`src/rtl/dmem_port_arbiter.sv`:
```
// -----------------------------------------------------------------------------
// dmem_port_arbiter
//
// Shares the single data-memory port between the pipeline M stage (core) and a
// debug/inspection requester (debug). The core has fixed priority. A wait
// counter bounds debug starvation: after MAX_WAIT consecutive denied debug
// cycles, the FSM forces exactly one debug access and stalls the core for
// that cycle.
//
// Parameters
//   XLEN      data / address width
//   MAX_WAIT  consecutive denied debug cycles before a forced debug grant (>=1)
//   CNT_W     width of the conflict counter
//
// Ports
//   clk_i, rst_i        clock, synchronous active-high reset
//   core_req_i/we_i     M-stage access valid / write enable
//   core_addr_i/wdata_i M-stage address / write data
//   core_rdata_o        read data to M stage (pass-through of mem_rdata_i)
//   core_stall_o        core request not served this cycle
//   dbg_req_i/we_i      debug request / write enable (held until granted)
//   dbg_addr_i/wdata_i  debug address / write data
//   dbg_gnt_o           debug access performed this cycle
//   dbg_rvalid_o        registered debug read data valid (cycle after grant)
//   dbg_rdata_o         registered debug read data (held until next read)
//   mem_we_o/addr_o     memory write enable / address
//   mem_wdata_o         memory write data
//   mem_rdata_i         memory read data (combinational read)
//   conflict_cnt_o      saturating count of cycles with both requesters active
// -----------------------------------------------------------------------------
module dmem_port_arbiter #(
  parameter int XLEN     = 32,
  parameter int MAX_WAIT = 8,
  parameter int CNT_W    = 16
) (
  input  logic             clk_i,
  input  logic             rst_i,
  // core (M stage) side
  input  logic             core_req_i,
  input  logic             core_we_i,
  input  logic [XLEN-1:0]  core_addr_i,
  input  logic [XLEN-1:0]  core_wdata_i,
  output logic [XLEN-1:0]  core_rdata_o,
  output logic             core_stall_o,
  // debug side
  input  logic             dbg_req_i,
  input  logic             dbg_we_i,
  input  logic [XLEN-1:0]  dbg_addr_i,
  input  logic [XLEN-1:0]  dbg_wdata_i,
  output logic             dbg_gnt_o,
  output logic             dbg_rvalid_o,
  output logic [XLEN-1:0]  dbg_rdata_o,
  // memory side
  output logic             mem_we_o,
  output logic [XLEN-1:0]  mem_addr_o,
  output logic [XLEN-1:0]  mem_wdata_o,
  input  logic [XLEN-1:0]  mem_rdata_i,
  // statistics
  output logic [CNT_W-1:0] conflict_cnt_o
);

  localparam int                WAIT_W   = $clog2(MAX_WAIT + 1);
  localparam logic [WAIT_W-1:0] WAIT_MAX = WAIT_W'(MAX_WAIT);
  localparam logic [WAIT_W-1:0] WAIT_ONE = WAIT_W'(1'b1);
  localparam logic [CNT_W-1:0]  CNT_ONE  = CNT_W'(1'b1);
  localparam logic [CNT_W-1:0]  CNT_MAX  = {CNT_W{1'b1}};

  typedef enum logic [0:0] {
    CORE_PRI  = 1'b0,
    DBG_FORCE = 1'b1
  } state_e;

  state_e            state_q,        state_d;
  logic [WAIT_W-1:0] wait_q,         wait_d;
  logic              dbg_rvalid_q,   dbg_rvalid_d;
  logic [XLEN-1:0]   dbg_rdata_q,    dbg_rdata_d;
  logic [CNT_W-1:0]  conflict_cnt_q, conflict_cnt_d;

  logic              force_s;
  logic              gnt_core_s;
  logic              gnt_dbg_s;

  // Grant decision: core wins unless the FSM is forcing a pending debug access.
  always_comb begin
    force_s    = (state_q == DBG_FORCE);
    gnt_dbg_s  = dbg_req_i & (~core_req_i | force_s);
    gnt_core_s = core_req_i & ~(dbg_req_i & force_s);
  end

  // Memory port mux: debug fields only when debug is granted, core otherwise.
  always_comb begin
    mem_addr_o  = core_addr_i;
    mem_wdata_o = core_wdata_i;
    if (gnt_dbg_s) begin
      mem_addr_o  = dbg_addr_i;
      mem_wdata_o = dbg_wdata_i;
    end else begin
      mem_addr_o  = core_addr_i;
      mem_wdata_o = core_wdata_i;
    end
    // An ungranted write never reaches memory.
    mem_we_o = (gnt_core_s & core_we_i) | (gnt_dbg_s & dbg_we_i);
  end

  // Starvation counter: counts consecutive denied debug cycles, saturating.
  always_comb begin
    wait_d = wait_q;
    if (dbg_req_i && !gnt_dbg_s) begin
      if (wait_q == WAIT_MAX) begin
        wait_d = wait_q;
      end else begin
        wait_d = wait_q + WAIT_ONE;
      end
    end else begin
      // a grant or a withdrawn request restarts the count
      wait_d = '0;
    end
  end

  // FSM next state.
  always_comb begin
    state_d = state_q;
    case (state_q)
      CORE_PRI: begin
        // Switch on the next-state counter value so that DBG_FORCE is active
        // in the same cycle the registered counter holds MAX_WAIT; the forced
        // grant then lands right after the MAX_WAIT-th denied cycle.
        if (wait_d == WAIT_MAX) begin
          state_d = DBG_FORCE;
        end else begin
          state_d = CORE_PRI;
        end
      end
      DBG_FORCE: begin
        // With a request present the grant is unconditional here, so this
        // state lasts exactly one debug access (or ends on withdrawal).
        if (gnt_dbg_s || !dbg_req_i) begin
          state_d = CORE_PRI;
        end else begin
          state_d = DBG_FORCE;
        end
      end
      default: begin
        state_d = CORE_PRI;
      end
    endcase
  end

  // Debug read return and conflict statistics next-state values.
  always_comb begin
    dbg_rvalid_d = gnt_dbg_s & ~dbg_we_i;
    if (dbg_rvalid_d) begin
      dbg_rdata_d = mem_rdata_i;
    end else begin
      dbg_rdata_d = dbg_rdata_q;
    end

    if (core_req_i && dbg_req_i && (conflict_cnt_q != CNT_MAX)) begin
      conflict_cnt_d = conflict_cnt_q + CNT_ONE;
    end else begin
      conflict_cnt_d = conflict_cnt_q;
    end
  end

  // State, counters and registered outputs; reset drops any in-flight read return.
  always_ff @(posedge clk_i) begin
    if (rst_i) begin
      state_q        <= CORE_PRI;
      wait_q         <= '0;
      dbg_rvalid_q   <= 1'b0;
      dbg_rdata_q    <= '0;
      conflict_cnt_q <= '0;
    end else begin
      state_q        <= state_d;
      wait_q         <= wait_d;
      dbg_rvalid_q   <= dbg_rvalid_d;
      dbg_rdata_q    <= dbg_rdata_d;
      conflict_cnt_q <= conflict_cnt_d;
    end
  end

  assign dbg_gnt_o      = gnt_dbg_s;
  assign core_stall_o   = core_req_i & gnt_dbg_s;
  assign core_rdata_o   = mem_rdata_i;
  assign dbg_rvalid_o   = dbg_rvalid_q;
  assign dbg_rdata_o    = dbg_rdata_q;
  assign conflict_cnt_o = conflict_cnt_q;

endmodule

```
`config.mk`:
```
export PLATFORM = sky130hd
export DESIGN_NAME = dmem_port_arbiter
export DESIGN_NICKNAME = d
export VERILOG_FILES = /design/src/rtl/dmem_port_arbiter.sv
export SDC_FILE = /design/constraint.sdc
export NUM_CORES = 1
export LEC_CHECK = 0
export ABC_AREA = 1
export BUFFER_PORTS_ARGS = -buffer_cell sky130_fd_sc_hd__buf_2
export CAP_MARGIN = 10
export CORE_AREA = 2 2 121 123
export DETAILED_ROUTE_END_ITERATION = 12
export DIE_AREA = 0 0 123 125
export PLACE_DENSITY = 0.63
export SLEW_MARGIN = 40
export SYNTH_ARGS = -nofsm -noshare
export SYNTH_HDL_FRONTEND = slang
export SYNTH_SLANG_ARGS = --single-unit
```
`constraint.sdc`:
```
create_clock -name clk_i -period 1.9 [get_ports clk_i]
set_clock_uncertainty 0.1 [all_clocks]
set_input_delay 0.285 -clock clk_i [delete_from_list [all_inputs] [get_ports clk_i]]
set_output_delay 0.285 -clock clk_i [all_outputs]
set_load 0.01 [all_outputs]
```
-- Yosys cells after proc, flatten, opt, wreduce, memory -nomap -nowiden
Cells that the tools add are included.
- register bits after elaboration: 54
- eq/ne operators: 3
- reduce and logical (&&, ||, !) cells: 6
- bitwise logic cells: 13
- add/sub/neg operators: 2
- mux-type cells: 7
- operators by type and width (cell ; number):
    32-bit two-way mux ; 2
    16-bit by 1-bit adder with 16-bit output (second input constant) ; 1
    16-bit inequality test (second input constant) ; 1
    4-bit == test (second input constant) ; 2
    4-bit two-way mux ; 2
    1-bit AND ; 7
    4-bit by 1-bit adder with 4-bit output (second input constant) ; 1
    1-bit inverter ; 4
    1-bit logical AND ; 3
    1-bit logical NOT ; 2
    1-bit two-way mux ; 2
    1-bit bitwise OR ; 2
    1-bit one-hot mux with 2 select lines ; 1
    1-bit logical OR ; 1

-- Depth between registers and ports, before layout
- depth after elaboration: 9
- mapped depth: 9
- mapped depth without buffers: 9

-- Worst setup path before layout
No wires, ideal clock.
- kind: reg-to-reg
- from: register conflict_cnt_q[0] (netlist: conflict_cnt_o[0])
- to: register conflict_cnt_q[7] (netlist: conflict_cnt_o[7])
- period minus slack after synthesis: 1.711 ns
- library setup time: 0.136 ns
- slack: 0.189 ns
- stages on the path, launching flop included: 10
- data required time: 1.664 ns
- data arrival time: 1.475 ns
- path through: dfxtp_1 > ha_1 > nand2_1 > nor2_2 > nand2_2 > nor2_2 > nor2_4 > buf_6 > nand2_2 > a21oi_2
- cells in the longest elaborated chain, start to end: 2
- elaborated cells on any way between the ends: 3
- ends and longest elaborated chain (what ; line ; RTL):
    from (decl) ; 77 ; logic [CNT_W-1:0] conflict_cnt_q, conflict_cnt_d;
    from (signal assigned) ; 178 ; conflict_cnt_q <= conflict_cnt_d;
    parallel branches: the longest is 2 deep, another holds 16-bit by 1-bit adder with 16-bit output ; - ;
Several ways; the timed one is not identified.
A chain may end at the register's enable or synchronous reset.

-- Worst setup path in the final report
- from: register state_q (netlist: force_s)
- to: output mem_addr_o[27]
- cells in the longest elaborated chain, start to end: 3
- ends and longest elaborated chain (what ; line ; RTL):
    from (decl) ; 73 ; state_e state_q, state_d;
    from (signal assigned) ; 174 ; state_q <= state_d;
    1-bit bitwise OR ; 86 ; gnt_dbg_s = dbg_req_i & (~core_req_i | force_s);
    1-bit AND ; 86 ;
    32-bit two-way mux ; 94 ; if (gnt_dbg_s) begin
    to (decl) ; 55 ; output logic [XLEN-1:0] mem_addr_o,
Every way passes these cells.

==> run metrics <==
status complete, no violations; hpwl dp 12400 um; crit path max fanout 12; clk root buf clkbuf_16; Routed Wire Length 16200 um; Relative slew margins 61.3%; ranking of synthesized cells by area dfxtp_1 31%, nand2_1 30%, buf_4 7.0%; Setup crit end kind output pin; sequential share of the synthesized area 31.4%; layout cell share with drive strength beyond 1 45.1%; CP arrival 1.45 ns; DR vias/cell 4.36; Initial Util 24.3%; dpl cells 1014; commonest non-fill, non-tap cell in the layout buf_2; placed inst area 0.00504 mm2; Non-Filler Instances 1031; mean post-synth cell area 6.13 um2; Netlist cell types 24; grt ovf 0; # H-tree levels 2; Sinks on Clock Net 54; Worst Max-Slew Pin Slew 0.580 ns; Slew Viols, Final 0; final instance area 0.00541 mm2; Pleak 2.97 nW; # IOs 314; largest net degree at the start of global routing 48; Power Density 567 mW/mm2; Worst path max stage delay 0.33 ns; first-pass GRT wire length 22400 um; fill count 1561; crit path time final 1.84 ns; core area 0.0142 mm2; Die H 125 um; Tcrit/Tclk final 96.8%; cts hold-fix bufs 0; critical path, cell by cell inv_2 -> nand2_2 -> nand2_4 -> clkinv_8 -> buf_12 -> nand2_1 -> nand2_1 -> buf_2; Setup violations, final 0; initial antenna violation count 3; clock buffer depth 2; RSZ-0062 raised after global routing true; Starting DRT DRC Count 233; # rows 44; Avg WL per Cell 15.7 um; Remaining DRCs 0; worst hold path type in -> reg; post-synth top area cell dfxtp_1; WP data required 1.51 ns; Worst-Skew Late Latency 0.29 ns; die width 123 um; GRT Total Usage 19.1%; Worst-path clk slew 0.07 ns; die area 0.0154 mm2; worst-path cell with the longest stage delay dfxtp_2; RePlAce Congestion 0.866; Final Hold Vio Count 0; Critical Path Start Type flip-flop; Antenna Nets Post-Route 0; fmax 544 MHz; vias in the first global route 4031; Placement Setup Slack 0.167 ns; first-pass iteration count of the detailed router 4; area share of the largest cell type after synthesis 31.4%; fin nets 1015; Syn-to-layout area delta 57.1%; Synth warnings 0; CTS buffer count 5; Final WS setup 0.0604 ns; Mapped Cells 562; synthesized net count 731; CTS tree built; vias 4498; max-cap violations 0; most frequent cells in the layout 313 x buf_2, 268 x nand2_1, 53 x dfxtp_1; Peak VDD IR 355 uV; Synth Register Bits 54; Synth Cell Area 0.00345 mm2; Most common cell on crit path nand2_1; diode count 0; crit path kind reg -> out; hold_ws 0.168 ns; IO buf count 313
worst max-delay path, delay by kind of cell (launching register included):
family        cells  cell delay (ns)
flops             1             0.33
simple gates      4             0.33
buf+inv           4             0.47
where the power goes:
group / internal (mW) / total, mW / leakage [nW] / switching [mW]
Clock: 0.625 / 1.05 / 0.0842 / 0.424
Sequential: 1.16 / 1.17 / 0.438 / 0.0128
Combinational: 0.375 / 0.851 / 2.45 / 0.476
layer usage:
layer  wire length, um  global-route usage, %  vias to the layer above  part of all wire (%)
met5                27                      0                        -                  0.17
met1              6620                   23.6                     1995                    41
met3              1330                   4.52                       18                   8.2
met2              7900                   32.9                      182                    49
met4               315                   5.01                        4                   1.9
li1                  -                      -                     2299                     -
logic make-up (layout without fill, tap and decap cells):
group,count (synthesis),in the layout,share of synthesized area (%)
xor+xnor,8,8,2.03
fa+ha+maj,3,3,1.09
simple gates,370,370,44.4
flops,54,54,31.4
compound gates,48,48,8.28
buf+inv,79,364,12.8
cell type report:
type	instances	area, um2	share of cell area, %
well taps	184	230	4.25
inverters	18	80.1	1.48
flip-flops and latches	54	1080	20.0
clock inverters	3	43.8	0.809
multi-input cells	429	1940	35.8
clock buffers	5	125	2.31
repair buffers	338	1910	35.3
metrics by stage:
step | total power [mW] | util (%) | TNS, ns
global route | 3.21 | 38.1 | -0.0143
detailed placement | 1.99 | 35.5 | 0
CTS | 3.06 | 37.3 | -0.00310
floorplan | 1.58 | - | 0
finish | 3.07 | 38.1 | 0
global placement | 1.99 | 35.5 | 0
final timing paths:
check / to / start / depth (start not counted) / slack (ns)
hold reg to reg: dbg_rdata_o[21] / dbg_rdata_o[21] / 2 / 0.36
setup reg to reg: conflict_cnt_o[15] / conflict_cnt_o[0] / 9 / 0.21
hold / removal: dbg_rdata_o[6] / mem_rdata_i[6] / 3 / 0.17
setup / recovery: mem_addr_o[27] / force_s / 8 / 0.06
state kept, by name (all words and copies together), names as in the netlist:
signal / count
wait_q: 4
conflict_cnt_o: 16
dbg_rvalid_o: 1
force_s: 1
dbg_rdata_o: 32
synth_stat cells, drive strengths merged:
library cell and n:
a21oi 45, buf 47, clkbuf 14, clkinv 1
dfxtp 54, ha 3, inv 17, nand2 283
nand3 47, nand3b 1, nand4 5, nor2 34
o21ai 3, xnor2 2, xor2 6
repair_timing:
item,CTS,global route
gates cloned,2,4
buffers inserted,2,1
pin swaps,0,1
endpoints found under the setup margin,52,40
gates resized for setup,5,7
hold endpoints to repair,0,0
(Power assumes the default switching activity.)
